--- config.mk ---
export PLATFORM = sky130hd
export DESIGN_NAME = sram_access_ctrl
export DESIGN_NICKNAME = d
export VERILOG_FILES = /design/src/rtl/sram_access_ctrl.sv
export SDC_FILE = /design/constraint.sdc
export NUM_CORES = 1
export LEC_CHECK = 0
export ABC_AREA = 1
export CAP_MARGIN = 20
export CORE_UTILIZATION = 48
export DETAILED_ROUTE_END_ITERATION = 7
export PLACE_DENSITY = 0.84
export SYNTH_ARGS = -nofsm -noshare
export SYNTH_HDL_FRONTEND = slang
export SYNTH_SLANG_ARGS = --single-unit
--- constraint.sdc ---
create_clock -name clk -period 1.7 [get_ports clk]
set_clock_uncertainty 0.2 [all_clocks]
set_input_delay 0.17 -clock clk [delete_from_list [all_inputs] [get_ports clk]]
set_output_delay 0.17 -clock clk [all_outputs]
set_load 0.02 [all_outputs]
--- src/rtl/sram_access_ctrl.sv ---
// Read-modify-write access controller for a set/way SRAM with byte-masked writes.
// Optional power-up array clear is compiled in with SRAM_ACCESS_CTRL_INIT_EN.
module sram_access_ctrl #(
  parameter int GEN_WIDTH = 32,
  parameter int NUM_SET   = 32,
  parameter int NUM_WAY   = 2,
  parameter int SET_DEPTH = 5,
  parameter int WAY_DEPTH = 1
) (
  input  logic                           clk,
  input  logic                           rst_n,
  input  logic                           req_valid_i,
  output logic                           req_ready_o,
  input  logic                           req_op_i,
  input  logic [SET_DEPTH-1:0]           req_set_i,
  input  logic [WAY_DEPTH-1:0]           req_way_i,
  input  logic [GEN_WIDTH-1:0]           req_wdata_i,
  input  logic [GEN_WIDTH/8-1:0]         req_bmask_i,
  output logic                           resp_valid_o,
  output logic [GEN_WIDTH-1:0]           resp_data_o,
  output logic                           init_done_o,
  output logic                           r_req_valid_o,
  output logic [SET_DEPTH-1:0]           r_req_setid_o,
  input  logic [NUM_WAY*GEN_WIDTH-1:0]   r_resp_data_i,
  output logic                           w_req_valid_o,
  output logic [SET_DEPTH-1:0]           w_req_setid_o,
  output logic [NUM_WAY-1:0]             w_req_waymask_o,
  output logic [NUM_WAY*GEN_WIDTH-1:0]   w_req_data_o
);

  localparam int NUM_BYTE = GEN_WIDTH / 8;

`ifdef SRAM_ACCESS_CTRL_INIT_EN
  typedef enum logic [2:0] {S_INIT, S_IDLE, S_RD, S_MRG, S_WR} state_t;
`else
  typedef enum logic [2:0] {S_IDLE, S_RD, S_MRG, S_WR} state_t;
`endif

  state_t                         r_state;
  state_t                         w_state_nxt;
  logic                           r_init_done;
  logic                           r_op;
  logic [SET_DEPTH-1:0]           r_set;
  logic [WAY_DEPTH-1:0]           r_way;
  logic [GEN_WIDTH-1:0]           r_wdata;
  logic [NUM_BYTE-1:0]            r_bmask;
  logic [GEN_WIDTH-1:0]           r_merged;
  logic [SET_DEPTH-1:0]           r_wsetid_q;
  logic [NUM_WAY-1:0]             r_wmask_q;
  logic [NUM_WAY*GEN_WIDTH-1:0]   r_wdata_q;
  logic [GEN_WIDTH-1:0]           r_resp_q;
  logic                           w_accept;
  logic [GEN_WIDTH-1:0]           w_old;
  logic [GEN_WIDTH-1:0]           w_merged;
  logic [NUM_WAY-1:0]             w_onehot;
`ifdef SRAM_ACCESS_CTRL_INIT_EN
  logic [SET_DEPTH-1:0]           r_init_cnt;
  logic                           w_init_last;

  assign w_init_last = (r_init_cnt == SET_DEPTH'(NUM_SET - 1));
`endif

  assign w_accept      = req_valid_i && req_ready_o;
  assign init_done_o   = r_init_done;
  assign r_req_setid_o = r_set;

  always_comb begin
    w_old = '0;
    for (int unsigned k = 0; k < NUM_WAY; k++) begin
      if (r_way == WAY_DEPTH'(k)) w_old = r_resp_data_i[GEN_WIDTH*k +: GEN_WIDTH];
    end
  end

  always_comb begin
    w_merged = w_old;
    for (int unsigned b = 0; b < NUM_BYTE; b++) begin
      if (r_bmask[b]) w_merged[8*b +: 8] = r_wdata[8*b +: 8];
    end
  end

  always_comb begin
    w_onehot = '0;
    for (int unsigned k = 0; k < NUM_WAY; k++) begin
      w_onehot[k] = (r_way == WAY_DEPTH'(k));
    end
  end

  always_ff @(posedge clk or negedge rst_n) begin
    if (!rst_n) r_state <= S_IDLE;
    else        r_state <= w_state_nxt;
  end

  always_comb begin
    w_state_nxt = r_state;
    unique case (r_state)
`ifdef SRAM_ACCESS_CTRL_INIT_EN
      S_INIT:  if (w_init_last) w_state_nxt = S_IDLE;
`endif
      S_IDLE: begin
        if (w_accept) w_state_nxt = S_RD;
`ifdef SRAM_ACCESS_CTRL_INIT_EN
        else if (!r_init_done) w_state_nxt = S_INIT;
`endif
      end
      S_RD:    w_state_nxt = S_MRG;
      S_MRG:   w_state_nxt = r_op ? S_WR : S_IDLE;
      S_WR:    w_state_nxt = S_IDLE;
      default: w_state_nxt = S_IDLE;
    endcase
  end

  // Inactive cycles replay the *_q copies so setid/data outputs hold their last value.
  always_comb begin
    req_ready_o     = (r_state == S_IDLE) && r_init_done;
    r_req_valid_o   = (r_state == S_RD);
    w_req_valid_o   = 1'b0;
    w_req_setid_o   = r_wsetid_q;
    w_req_waymask_o = r_wmask_q;
    w_req_data_o    = r_wdata_q;
    resp_valid_o    = 1'b0;
    resp_data_o     = r_resp_q;
    unique case (r_state)
`ifdef SRAM_ACCESS_CTRL_INIT_EN
      S_INIT: begin
        w_req_valid_o   = 1'b1;
        w_req_setid_o   = r_init_cnt;
        w_req_waymask_o = '1;
        w_req_data_o    = '0;
      end
`endif
      S_MRG: begin
        if (!r_op) begin
          resp_valid_o = 1'b1;
          resp_data_o  = w_old;
        end
      end
      S_WR: begin
        w_req_valid_o   = 1'b1;
        w_req_setid_o   = r_set;
        w_req_waymask_o = w_onehot;
        w_req_data_o    = {NUM_WAY{r_merged}};
        resp_valid_o    = 1'b1;
        resp_data_o     = r_merged;
      end
      default: ;
    endcase
  end

  always_ff @(posedge clk or negedge rst_n) begin
    if (!rst_n) begin
      r_op       <= 1'b0;
      r_set      <= '0;
      r_way      <= '0;
      r_wdata    <= '0;
      r_bmask    <= '0;
      r_merged   <= '0;
      r_wsetid_q <= '0;
      r_wmask_q  <= '0;
      r_wdata_q  <= '0;
      r_resp_q   <= '0;
    end else begin
      if (w_accept) begin
        r_op    <= req_op_i;
        r_set   <= req_set_i;
        r_way   <= req_way_i;
        r_wdata <= req_wdata_i;
        r_bmask <= req_bmask_i;
      end
      if (r_state == S_MRG) r_merged <= w_merged;
      r_wsetid_q <= w_req_setid_o;
      r_wmask_q  <= w_req_waymask_o;
      r_wdata_q  <= w_req_data_o;
      r_resp_q   <= resp_data_o;
    end
  end

`ifdef SRAM_ACCESS_CTRL_INIT_EN
  always_ff @(posedge clk or negedge rst_n) begin
    if (!rst_n) begin
      r_init_cnt  <= '0;
      r_init_done <= 1'b0;
    end else if (r_state == S_INIT) begin
      r_init_cnt <= w_init_last ? '0 : r_init_cnt + 1'b1;
      if (w_init_last) r_init_done <= 1'b1;
    end
  end
`else
  always_ff @(posedge clk or negedge rst_n) begin
    if (!rst_n) r_init_done <= 1'b0;
    else        r_init_done <= 1'b1;
  end
`endif

endmodule
==> flow_summary.ini <==
[timing]
tns_ns = -53.99
layout_min_cycle_time_ns = 2.230
hold_viol = 0
max-slew-margin-rel = 0.6301
setup_slack_ns = -0.5297
rsz0062_at_grt = yes
setup_viol = 155
tightest_slew_ns = 0.5543
finalCritPeriodShare = 1.312
max_freq_mhz = 448.5
slew_violations = 0

[worst_setup_path]
critPathCaptureType = output port
worstPathRequired_ns = 1.33
ff2ff_setup_slack_ns = -0.21
critical_path.startpoint_type = register
worstReg2RegEnd = r_wdata[28]
worstPathArrival_ns = 1.86
critPathMaxFanout = 8
reg2reg_depth = 8
r2r_start = r_state[1]
critical_path_class = reg -> out

[global_routing]
antenna_found_initial = 1
grt_first_pass_wirelength_um = 43180
grtUsageTotal = 0.3506
grt_max_degree = 65
grt_pass1_vias = 8083
grt_overflow = 0

[pwr]
internal_power_uw = 16400
p_switching_uw = 13370
power_density_nw_per_um2 = 2223
combPwrFrac = 0.609
switching_share = 0.4491
sequentialPowerShare = 0.256
ir_drop_v = 0.001307
p_leak_uw = 0.007222
pwr-share-clk = 0.135

[floorplan]
num_io_pins = 223
die_x_um = 128.4
rows = 45
core_um2 = 15430
start_util = 0.4974
die_area_um2 = 16500
fp.dieH_um = 128.4

[drt]
first_iter_violations = 1305
wl_per_cell_um = 23.19
drt-pass1-iter-count = 6
drc = 0
vias_per_cell = 5.991
vias = 9262
drtAntennaViolNets = 0
routed_wl_um = 35850

[clock_tree]
h-tree-depth = 4
cts.path.max_buffers = 2
cts_tree = built
worstSkewPairLatency_ns = 0.45
clockRootBuffer = clkbuf_16
cts_sinks = 181
cts_buffers = 17
clk_pin_slew_ns = 0.07

[yosys]
syn_inst = 948
syn_nets = 1058
avgSynthCellArea_um2 = 8.095
netlist.area_leader.share = 0.5902
synth_largest_area_cell = dfrtp_1
yosysSeqAreaShare = 0.5902
synth.top_cells.by_area = dfrtp_1, nand2_1, nand3_1, nand4_1, nor2_1
syn_area_um2 = 7674
ys_types = 18
yosys_warnings = 0
synth-seq-cells = 181

[layout]
layout-drive-gt1-share = 0.3876
final_cell_mix = nand2_1, dfrtp_1, buf_4
fill_cells = 690
finalNetCount = 1431
final_common_cell = nand2_1
area_growth_pct = 74.55
design_area_um2 = 13390
utilization = 0.8682

[placed_design]
place_area_um2 = 11050
port_buffers = 222
hpwlAfterDp_um = 16880
place.gp.congestion = 0.8332

[status]
violations = negative setup slack
status = finished, violations left

[min_path]
hold_class = in -> async

[job]
drv_cap = 0
[worst max-delay path, cell delays in order, from the launching register on]
cell,delay (ns)
dfrtp_1,0.42
inv_2,0.12
nand2_4,0.06
nor2_4,0.25
clkbuf_16,0.25
nand2_2,0.06
nand3_2,0.11
buf_6,0.13
[metal layers]
layer | track usage | vias up | routed length [um]
met1 | 0.4473 | 4424 | 12210
li1 | - | 3733 | -
met3 | 0.07069 | 276 | 4226
met5 | 0 | - | 0
met2 | 0.5736 | 829 | 16610
met4 | 0.1737 | 0 | 2809
[worst max-delay path by stage]
| stage | start | to | slack [ns] | cells after the start |
|---|---|---|---|---|
| 6_report | r_state[0] | resp_data_o[5] | -0.53 | 7 |
| 2_1_floorplan | r_state[1] | r_resp_q[13] | 0.13 | 6 |
| 3_3_place_gp | r_state[0] | resp_data_o[16] | -0.40 | 7 |
| 4_1_cts | r_state[0] | resp_data_o[31] | -0.45 | 8 |
| 5_1_grt | r_state[0] | resp_data_o[5] | -0.55 | 7 |
| 3_5_place_dp | r_state[0] | resp_data_o[16] | -0.45 | 7 |
[timing repair]
item	4_1_cts	5_1_grt
hold buffers	2	0
resized for setup	710	187
buffers inserted	17	23
endpoints found under the setup margin	121	142
endpoints found under the hold margin	190	0
gates cloned	8	10
pin swaps	5	18
[cell type report]
| class | count | area (um^2) | area share |
|---|---|---|---|
| antenna | 1 | 2.502 | 0.0001868 |
| clock buffer | 17 | 425.4 | 0.03176 |
| clock inverter | 15 | 157.7 | 0.01177 |
| inverter | 8 | 37.54 | 0.002802 |
| multi-input combinational | 705 | 3647 | 0.2723 |
| sequential | 181 | 4532 | 0.3383 |
| tap | 211 | 264.0 | 0.01971 |
| timing repair buffer | 408 | 4328 | 0.3231 |
[logic make-up after synthesis]
kind of cell           Yosys count  share of synthesized area
AND/OR/NAND/NOR                703                     0.3714
other                            1                  0.0004887
AO/OA/AOI/OAI                    1                  0.0009787
flip-flops                     181                     0.5902
buffers and inverters           62                    0.03685
[power groups by stage]
stage	logic, uW	registers [uW]	clock network [uW]
after global routing	18800	7660	4190
final	18100	7610	4020
after global placement	12900	7040	0
after floorplan	6620	6940	0
after CTS	14900	7220	3950
after detailed placement	13200	7130	0
[state kept, by name, indices dropped and copies added, names as in the netlist]
name / cells
r_bmask: 4
r_wdata: 32
r_resp_q: 32
r_wsetid_q: 5
r_merged: 32
r_op: 1
r_req_setid_o: 5
init_done_o: 1
r_state: 2
r_wmask_q: 2
r_way: 1
r_wdata_q: 64
[cells in the mapped netlist]
| master | instances |
|---|---|
| nand2_2 | 1 |
| nor2_2 | 1 |
| buf_4 | 4 |
| nor3b_1 | 1 |
| nand3_2 | 1 |
| nand3_1 | 65 |
| buf_1 | 1 |
| conb_1 | 1 |
| inv_2 | 2 |
| buf_2 | 28 |
| nor2_1 | 66 |
| nand4_1 | 43 |
| inv_1 | 6 |
| dfrtp_1 | 181 |
| nor2_4 | 1 |
| o21a_1 | 1 |
| nand2_1 | 524 |
| clkbuf_1 | 21 |
[metrics by stage]
step                      cells  worst slack [ns]  total power (uW)  hold slack, ns
after floorplan             948            0.1255             13570         -0.3256
after global placement     1458           -0.4008             19950        -0.06623
after detailed placement   1458           -0.4492             20310        -0.06167
after CTS                  1515           -0.4500             26070         0.04123
after global routing       1545           -0.5479             30690         0.05708
final                      1546           -0.5297             29780         0.03597
Power figures use the tool's default switching activity.
